`config.mk`:
```
export PLATFORM = sky130hd
export DESIGN_NAME = program_stream_receiver
export DESIGN_NICKNAME = d
export VERILOG_FILES = /design/src/rtl/program_load_pkg.sv /design/src/rtl/program_stream_receiver.sv
export SDC_FILE = /design/constraint.sdc
export NUM_CORES = 1
export LEC_CHECK = 0
export CAP_MARGIN = 20
export CORE_MARGIN = 3
export CORE_UTILIZATION = 36
export DETAILED_ROUTE_END_ITERATION = 6
export GPL_TIMING_DRIVEN = 1
export PLACE_DENSITY = 0.57
export SLEW_MARGIN = 20
export SYNTH_ARGS = -nofsm -noshare
export SYNTH_HDL_FRONTEND = slang
export SYNTH_SLANG_ARGS = --single-unit
```
`constraint.sdc`:
```
create_clock -name clock -period 2.3 [get_ports clock]
set_clock_uncertainty 0.2 [all_clocks]
set_input_delay 0.23 -clock clock [delete_from_list [all_inputs] [get_ports clock]]
set_output_delay 0.23 -clock clock [all_outputs]
set_load 0.05 [all_outputs]
```
`src/rtl/program_load_pkg.sv`:
```
// Shared types and sizing for the program-load path.
package program_load_pkg;

    localparam int unsigned DATA_WIDTH   = 16;
    localparam int unsigned ADDR_WIDTH   = 5;
    localparam int unsigned MAX_WORDS    = 32;
    localparam int unsigned HEADER_WIDTH = 8;

    typedef enum logic [2:0] {
        IDLE,
        HI,
        LO,
        WRITE,
        WAIT_DONE,
        START,
        ERR
    } state_e;

endpackage

```
`src/rtl/program_stream_receiver.sv`:
```
// Parses a header byte plus big-endian 16-bit words from a byte stream,
// writes them to sequential program addresses, then pulses start_execution.
module program_stream_receiver
    import program_load_pkg::*;
(
    input  logic                    clock,
    input  logic                    reset,
    input  logic [HEADER_WIDTH-1:0] byte_in,
    input  logic                    byte_valid,
    output logic                    byte_ready,
    input  logic                    load_done,
    output logic [DATA_WIDTH-1:0]   prog_data_in,
    output logic [ADDR_WIDTH-1:0]   prog_addr,
    output logic                    prog_write_enable,
    output logic                    start_execution,
    output logic                    busy,
    output logic                    error,
    output logic [ADDR_WIDTH:0]     words_loaded
);

    state_e                  state_q, state_d;
    logic [HEADER_WIDTH-1:0] count_q, count_d;
    logic [ADDR_WIDTH-1:0]   index_q, index_d;
    logic [7:0]              hi_q, hi_d;
    logic [DATA_WIDTH-1:0]   data_q, data_d;
    logic [ADDR_WIDTH-1:0]   addr_q, addr_d;
    logic [ADDR_WIDTH:0]     words_q, words_d;
    logic                    error_q, error_d;
    logic                    accept;

    assign accept = byte_valid && byte_ready;

    always_ff @(posedge clock or posedge reset) begin
        if (reset) begin
            state_q <= IDLE;
            count_q <= '0;
            index_q <= '0;
            hi_q    <= '0;
            data_q  <= '0;
            addr_q  <= '0;
            words_q <= '0;
            error_q <= 1'b0;
        end else begin
            state_q <= state_d;
            count_q <= count_d;
            index_q <= index_d;
            hi_q    <= hi_d;
            data_q  <= data_d;
            addr_q  <= addr_d;
            words_q <= words_d;
            error_q <= error_d;
        end
    end

    always_comb begin
        state_d = state_q;
        count_d = count_q;
        index_d = index_q;
        hi_d    = hi_q;
        data_d  = data_q;
        addr_d  = addr_q;
        words_d = words_q;
        error_d = error_q;
        case (state_q)
            IDLE: if (accept) begin
                count_d = byte_in;
                if (byte_in != '0 && byte_in <= HEADER_WIDTH'(MAX_WORDS)) begin
                    state_d = HI;
                    index_d = '0;
                    words_d = '0;
                end else begin
                    state_d = ERR;
                    error_d = 1'b1;
                end
            end
            HI: if (accept) begin
                hi_d    = byte_in;
                state_d = LO;
            end
            LO: if (accept) begin
                data_d  = {hi_q, byte_in};
                addr_d  = index_q;
                state_d = WRITE;
            end
            WRITE: begin
                words_d = words_q + (ADDR_WIDTH + 1)'(1);
                // Compare at header width so count=32 never aliases a 5-bit index.
                if (HEADER_WIDTH'(index_q) == count_q - HEADER_WIDTH'(1)) begin
                    state_d = WAIT_DONE;
                end else begin
                    index_d = index_q + ADDR_WIDTH'(1);
                    state_d = HI;
                end
            end
            WAIT_DONE: if (load_done) state_d = START;
            START:     state_d = IDLE;
            ERR:       state_d = ERR;
            default:   state_d = IDLE;
        endcase
    end

    always_comb begin
        byte_ready        = 1'b0;
        prog_write_enable = 1'b0;
        start_execution   = 1'b0;
        busy              = (state_q != IDLE);
        case (state_q)
            IDLE, HI, LO, ERR: byte_ready        = 1'b1;
            WRITE:             prog_write_enable = 1'b1;
            START:             start_execution   = 1'b1;
            default:           byte_ready        = 1'b0;
        endcase
    end

    assign prog_data_in = data_q;
    assign prog_addr    = addr_q;
    assign error        = error_q;
    assign words_loaded = words_q;

endmodule

```
Word-level counts from Yosys, hierarchy flattened
Cells that the tools add are included. W data, S select, Z words.

Register bits after elaboration: 52. Bits of input ports: 12. Output and inout bits: 32. Logic and storage cells: 57.

$add $sub $neg: 3. Magnitude comparators: 1. Eq/ne operators: 13. Muxes and demuxes: 17. Bitwise gates (word level): 1. Reductions and logical operators: 14.

Operator list (number): $mux W3 (6); $pmux W3 S6 (1); $mux W5 (3); $mux W6 (2); $ne A2 B2 Y1 const B (6); $pmux W6 S2 (1); $pmux W5 S2 (1); $eq A3 B3 Y1 const B (3); $eq A5 B8 Y1 (1); $le A8 B6 Y1 const B (1); $reduce_and A4 Y1 (2); $reduce_bool A8 Y1 (1); $sub A8 B1 Y8 const B (1); $add A6 B1 Y6 const B (1); $eq A3 B2 Y1 const B (2); $reduce_and A2 Y1 (3); $reduce_and A3 Y1 (2); $add A5 B1 Y5 const B (1); $reduce_or A4 Y1 (1); $eq A3 B1 Y1 const B (1); $logic_not A3 Y1 (1); $mux W1 (3); $reduce_bool A3 Y1 (1); $logic_and A1 B1 Y1 (2); 2 further kinds (2).

Logic depth before layout (Yosys ltp)
Depth after elaboration: 6. Gate-level depth with buffers: 7. Depth with buffers taken out: 7.

Least setup slack after synthesis
OpenSTA, ideal clock, no wires.

Path type: register -> register. Start point: reg state_q[1]. End point: reg words_q[5], in the netlist words_loaded[5]. Library setup time: 0.078 ns. Arrival time: 2.032 ns. Required time: 2.022 ns. Setup slack: -0.010 ns. Cell stages (with the launch flop): 8. Path buffers: 1. Clock period less this slack: 2.310 ns. Cells stage by stage: dfrtp_1 buf_2 nand2_1 or2_2 inv_1 nor3_2 or4_1 a21oi_1.

Cells in the longest elaborated chain, start to end: 6. Elaborated cells on any way between the ends: 13. Those cells by class: eq/ne (6); mux (2); reduce/logical (5).

RTL lines: start: declaration (RTL line program_stream_receiver.sv:21) `state_e state_q, state_d;`; start signal: assignment (RTL line program_stream_receiver.sv:44) `state_q <= state_d;`; $eq A3 B2 Y1, or another cell as far along (RTL line program_stream_receiver.sv:107) `case (state_q)`; $reduce_or A4 Y1 (RTL line program_stream_receiver.sv:107); $mux W1 (RTL line program_stream_receiver.sv:107); $logic_and A1 B1 Y1 (RTL line program_stream_receiver.sv:31) `assign accept = byte_valid && byte_ready;`; $ne A2 B2 Y1 (no source line); $reduce_and A3 Y1 (no source line); end signal: assignment (RTL line program_stream_receiver.sv:50) `words_q <= words_d;`; end: declaration (RTL line program_stream_receiver.sv:27) `logic [ADDR_WIDTH:0] words_q, words_d;`.

Several ways; a longest one is shown, not always the timed one. A chain may end at the register's enable or synchronous reset.

Worst setup path in the final report
Start point: in byte_in[6]. End point: reg words_q[5], in the netlist words_loaded[5].

Cells in the longest elaborated chain, start to end: 4. Elaborated cells on any way between the ends: 5. Those cells by class: order compare (1); eq/ne (1); reduce/logical (3).

RTL lines: start: declaration (RTL line program_stream_receiver.sv:8) `input logic [HEADER_WIDTH-1:0] byte_in,`; $le A8 B6 Y1 or $reduce_bool A8 Y1 (tied branches) (RTL line program_stream_receiver.sv:67) `if (byte_in != '0 && byte_in <= HEADER_WIDTH'(MAX_WORDS)) begin`; $logic_and A1 B1 Y1 * (RTL line program_stream_receiver.sv:67); $ne A2 B2 Y1 (no source line) *; $reduce_and A3 Y1 (no source line) *.

Mark *: on every way between the ends. The rest lies on a longest branch, timed or not.

==> summary.txt <==
Die
  • # IOs: 44
  • FP Rows: 29
  • Total core area: 6390 sq um
  • Die area: 7670 sq um
  • Initial core utilization: 37.5%
  • Die X-Extent: 87.6 microns
  • Die H: 87.6 microns

STA
  • Slew headroom: 65.6%
  • RSZ-0062 raised after global routing: true
  • Worst Tran Pin Value: 0.514 ns
  • Tcrit/Tclk final: 96.1%
  • Slew Viols, Final: 0
  • Final setup violation count: 0
  • Final min period: 2.21 ns
  • Hold Fails Final Rpt: 0
  • Fmax: 0.453 GHz
  • Setup TNS Final: 0 ns

Clock network
  • CTS tree: done
  • TritonCTS Sinks: 52
  • Clock tree buffer depth: 2
  • Hold-fix buffers, CTS: 0
  • Clk root buf: clkbuf_8
  • Worst-Skew Late Latency: 0.31 ns
  • Post-CTS Setup Inserts: 0
  • Clock transition at the registers of the reported paths: 0.10 ns
  • H-tree levels: 2
  • TritonCTS Buffers: 5

Cells and area
  • Most common cell after layout, fill and taps aside: dfrtp_1
  • N_diodes: 0
  • Final instance area: 3230 sq um
  • Layout cells sized above 1: 32.3%
  • Filler cells: 596
  • Most frequent cells in the layout: dfrtp_1, clkdlybuf4s50_1, mux2_2
  • Utilization after layout: 50.6%
  • Area Growth Syn to Fin: 34.9%
  • Total Nets Final: 277

Global route
  • Overflow after GRT: 0
  • Antenna violations before repair: 0
  • Global-route wire length before repair: 8410 microns
  • Largest net degree at the start of global routing: 53
  • Vias in the first global route: 1666
  • GRT Total Usage: 14.0%

Hold path
  • Hold Crit Class: input pin to async pin

Setup path
  • Critical path data required time: 2.34 ns
  • Setup slack, reg-to-reg: 0.18 ns
  • Critical path class: input pin to flop
  • Max incr delay on CP: 0.57 ns
  • Crit-path max FO: 3
  • CP arrival: 2.25 ns
  • CP endpoint kind: flop
  • Worst path top cell family by delay: simple AND/OR/NAND/NOR gates
  • Worst-path cell chain: clkdlybuf4s50_1, or4bb_4, nor4_4, nor3_2, or4_1, a21oi_2
  • Startpoint Class: input pin
  • Worst path slowest cell: or4bb_4
  • Buf/Inv on CP: 1

Pwr
  • Switch share: 44.9%
  • PnR Total Power: 5000 uW
  • Net Sw Power: 2250 uW
  • Clock group share of total power: 11.2%
  • Peak VDD IR: 0.761 mV
  • P_int: 2760 uW
  • Share of power burned in registers: 33.4%
  • Combinational Power Share: 55.5%
  • Leak pwr: 0.00138 uW
  • Power Density: 1550 nW/um^2

Routing
  • # DRC: 0
  • DRT iter0 DRCs: 35
  • Post-DRT Antenna Nets: 0
  • DR WL/cell: 14.5 microns
  • DR vias: 1708
  • Detailed Route WL: 4940 microns
  • 1st-pass router iterations: 4
  • DR vias/cell: 5.02

Yosys
  • Mapped Cells: 195
  • Mapped Area: 2400 sq um
  • Syn. warnings: 0
  • Post-synthesis cell type with the largest combined area: dfrtp_1
  • Post-synth EDFFs: 0
  • Most used DFF post-synth: dfrtp_1
  • Syn Nets: 210
  • Fraction of registers with async set/reset: 100%
  • Syn Area/Cell: 12.3 sq um
  • Yosys reg bits: 52
  • Seq/Total Area, Yosys: 54.3%
  • Cell variety after synth: 41
  • Synth top area cells: dfrtp_1, mux2_2, xnor2_1
  • Post-synth top area share: 54.3%

Outcome
  • Status: completed

Placed design
  • Dpl hpwl: 3580 microns
  • Placed Area: 3110 sq um
  • GP Congestion: 0.758
  • I/O Buffers: 43

Flow run
  • MaxCap Viol Count: 0
[flip-flops by register name (all words and copies together), names as in the netlist]
register / flops
count_q: 8
words_loaded: 6
hi_q: 8
state_q: 3
prog_addr: 5
prog_data_in: 16
index_q: 5
error: 1
[cell usage after synthesis, drive strengths merged, types with 4 or more instances]
library cell  number
a21oi              4
clkbuf             4
dfrtp             52
inv                8
mux2              35
mux2i              5
nand2             12
nand3              4
nor2               6
nor3               7
o21ai              9
or3                4
or4                4
xnor2              6
[cell type report]
type / instances / area (sq um) / share of cell area, %
Clock inverter: 3 / 27.5 / 0.851
Multi-Input combinational cell: 130 / 1080 / 33.4
Timing Repair Buffer: 65 / 627 / 19.4
Inverter: 8 / 33.8 / 1.04
Clock buffer: 5 / 68.8 / 2.13
Sequential cell: 52 / 1300 / 40.2
Tap cell: 77 / 96.3 / 2.98
[per-layer routing]
layer  vias up  routed length (microns)  share of wire (%)  GRT usage, %
li1        840                        -                  -             -
met1       832                     2460                 50          20.5
met2        32                     2220                 45          21.2
met3         4                      207                4.2          3.01
met4         0                       44               0.89          3.49
met5         -                        0                  0             0
[path summary, 6_finish.rpt]
check                                       start                           end  cells after the start
max in group asynchronous                   reset   words_loaded[2]$_DFFE_PP0P_                      3
setup / recovery                       byte_in[6]   words_loaded[5]$_DFFE_PP0P_                      6
hold reg to reg                 error$_DFFE_PP0P_             error$_DFFE_PP0P_                      1
min in group clock                     byte_valid        state_q[2]$_DFFE_PP0P_                      4
hold / removal                              reset  prog_data_in[14]$_DFFE_PP0P_                      3
setup reg to reg           count_q[3]$_DFFE_PP0P_        index_q[0]$_DFFE_PP0P_                      6
[cells by family after synthesis]
family          Yosys count  synth area share (%)
simple gates             50                  12.5
xor+xnor                  9                  3.29
compound gates           28                  7.73
mux                      40                  18.5
flops                    52                  54.3
buf+inv                  13                  2.09
fa+ha+maj                 3                  1.57
[power groups by stage]
stage / Sequential (uW) / Clock [uW] / Combinational (uW)
2_1_floorplan: 2410 / 0 / 1140
3_3_place_gp: 1680 / 0 / 2770
3_5_place_dp: 1690 / 0 / 2790
4_1_cts: 1670 / 574 / 2800
5_1_grt: 1750 / 616 / 2990
6_report: 1670 / 560 / 2780
[metrics by stage]
stage | setup slack [ns] | instances | hold WS [ns]
floorplan | 0.0200 | 195 | 0.147
global route | -0.0339 | 340 | 0.109
global placement | -0.260 | 332 | 0.243
CTS | 0.0298 | 340 | 0.0908
finish | 0.0902 | 340 | 0.0652
detailed placement | -0.301 | 332 | 0.249
[worst reg2reg max path, stage by stage (launching register included)]
cell	delay [ns]
dfrtp_1	0.43
or3_1	0.42
or4_1	0.42
nand4_1	0.21
o21ai_1	0.08
buf_4	0.15
mux2i_1	0.11
[timing repair]
action / 4_1_cts / 5_1_grt
resized for setup: 1 / 8
endpoints found under the hold margin: 0 / 0
gates cloned: 0 / 0
pin swaps: 0 / 4
endpoints found under the setup margin: 1 / 6
No activity file was read; power rests on OpenSTA's default activity.
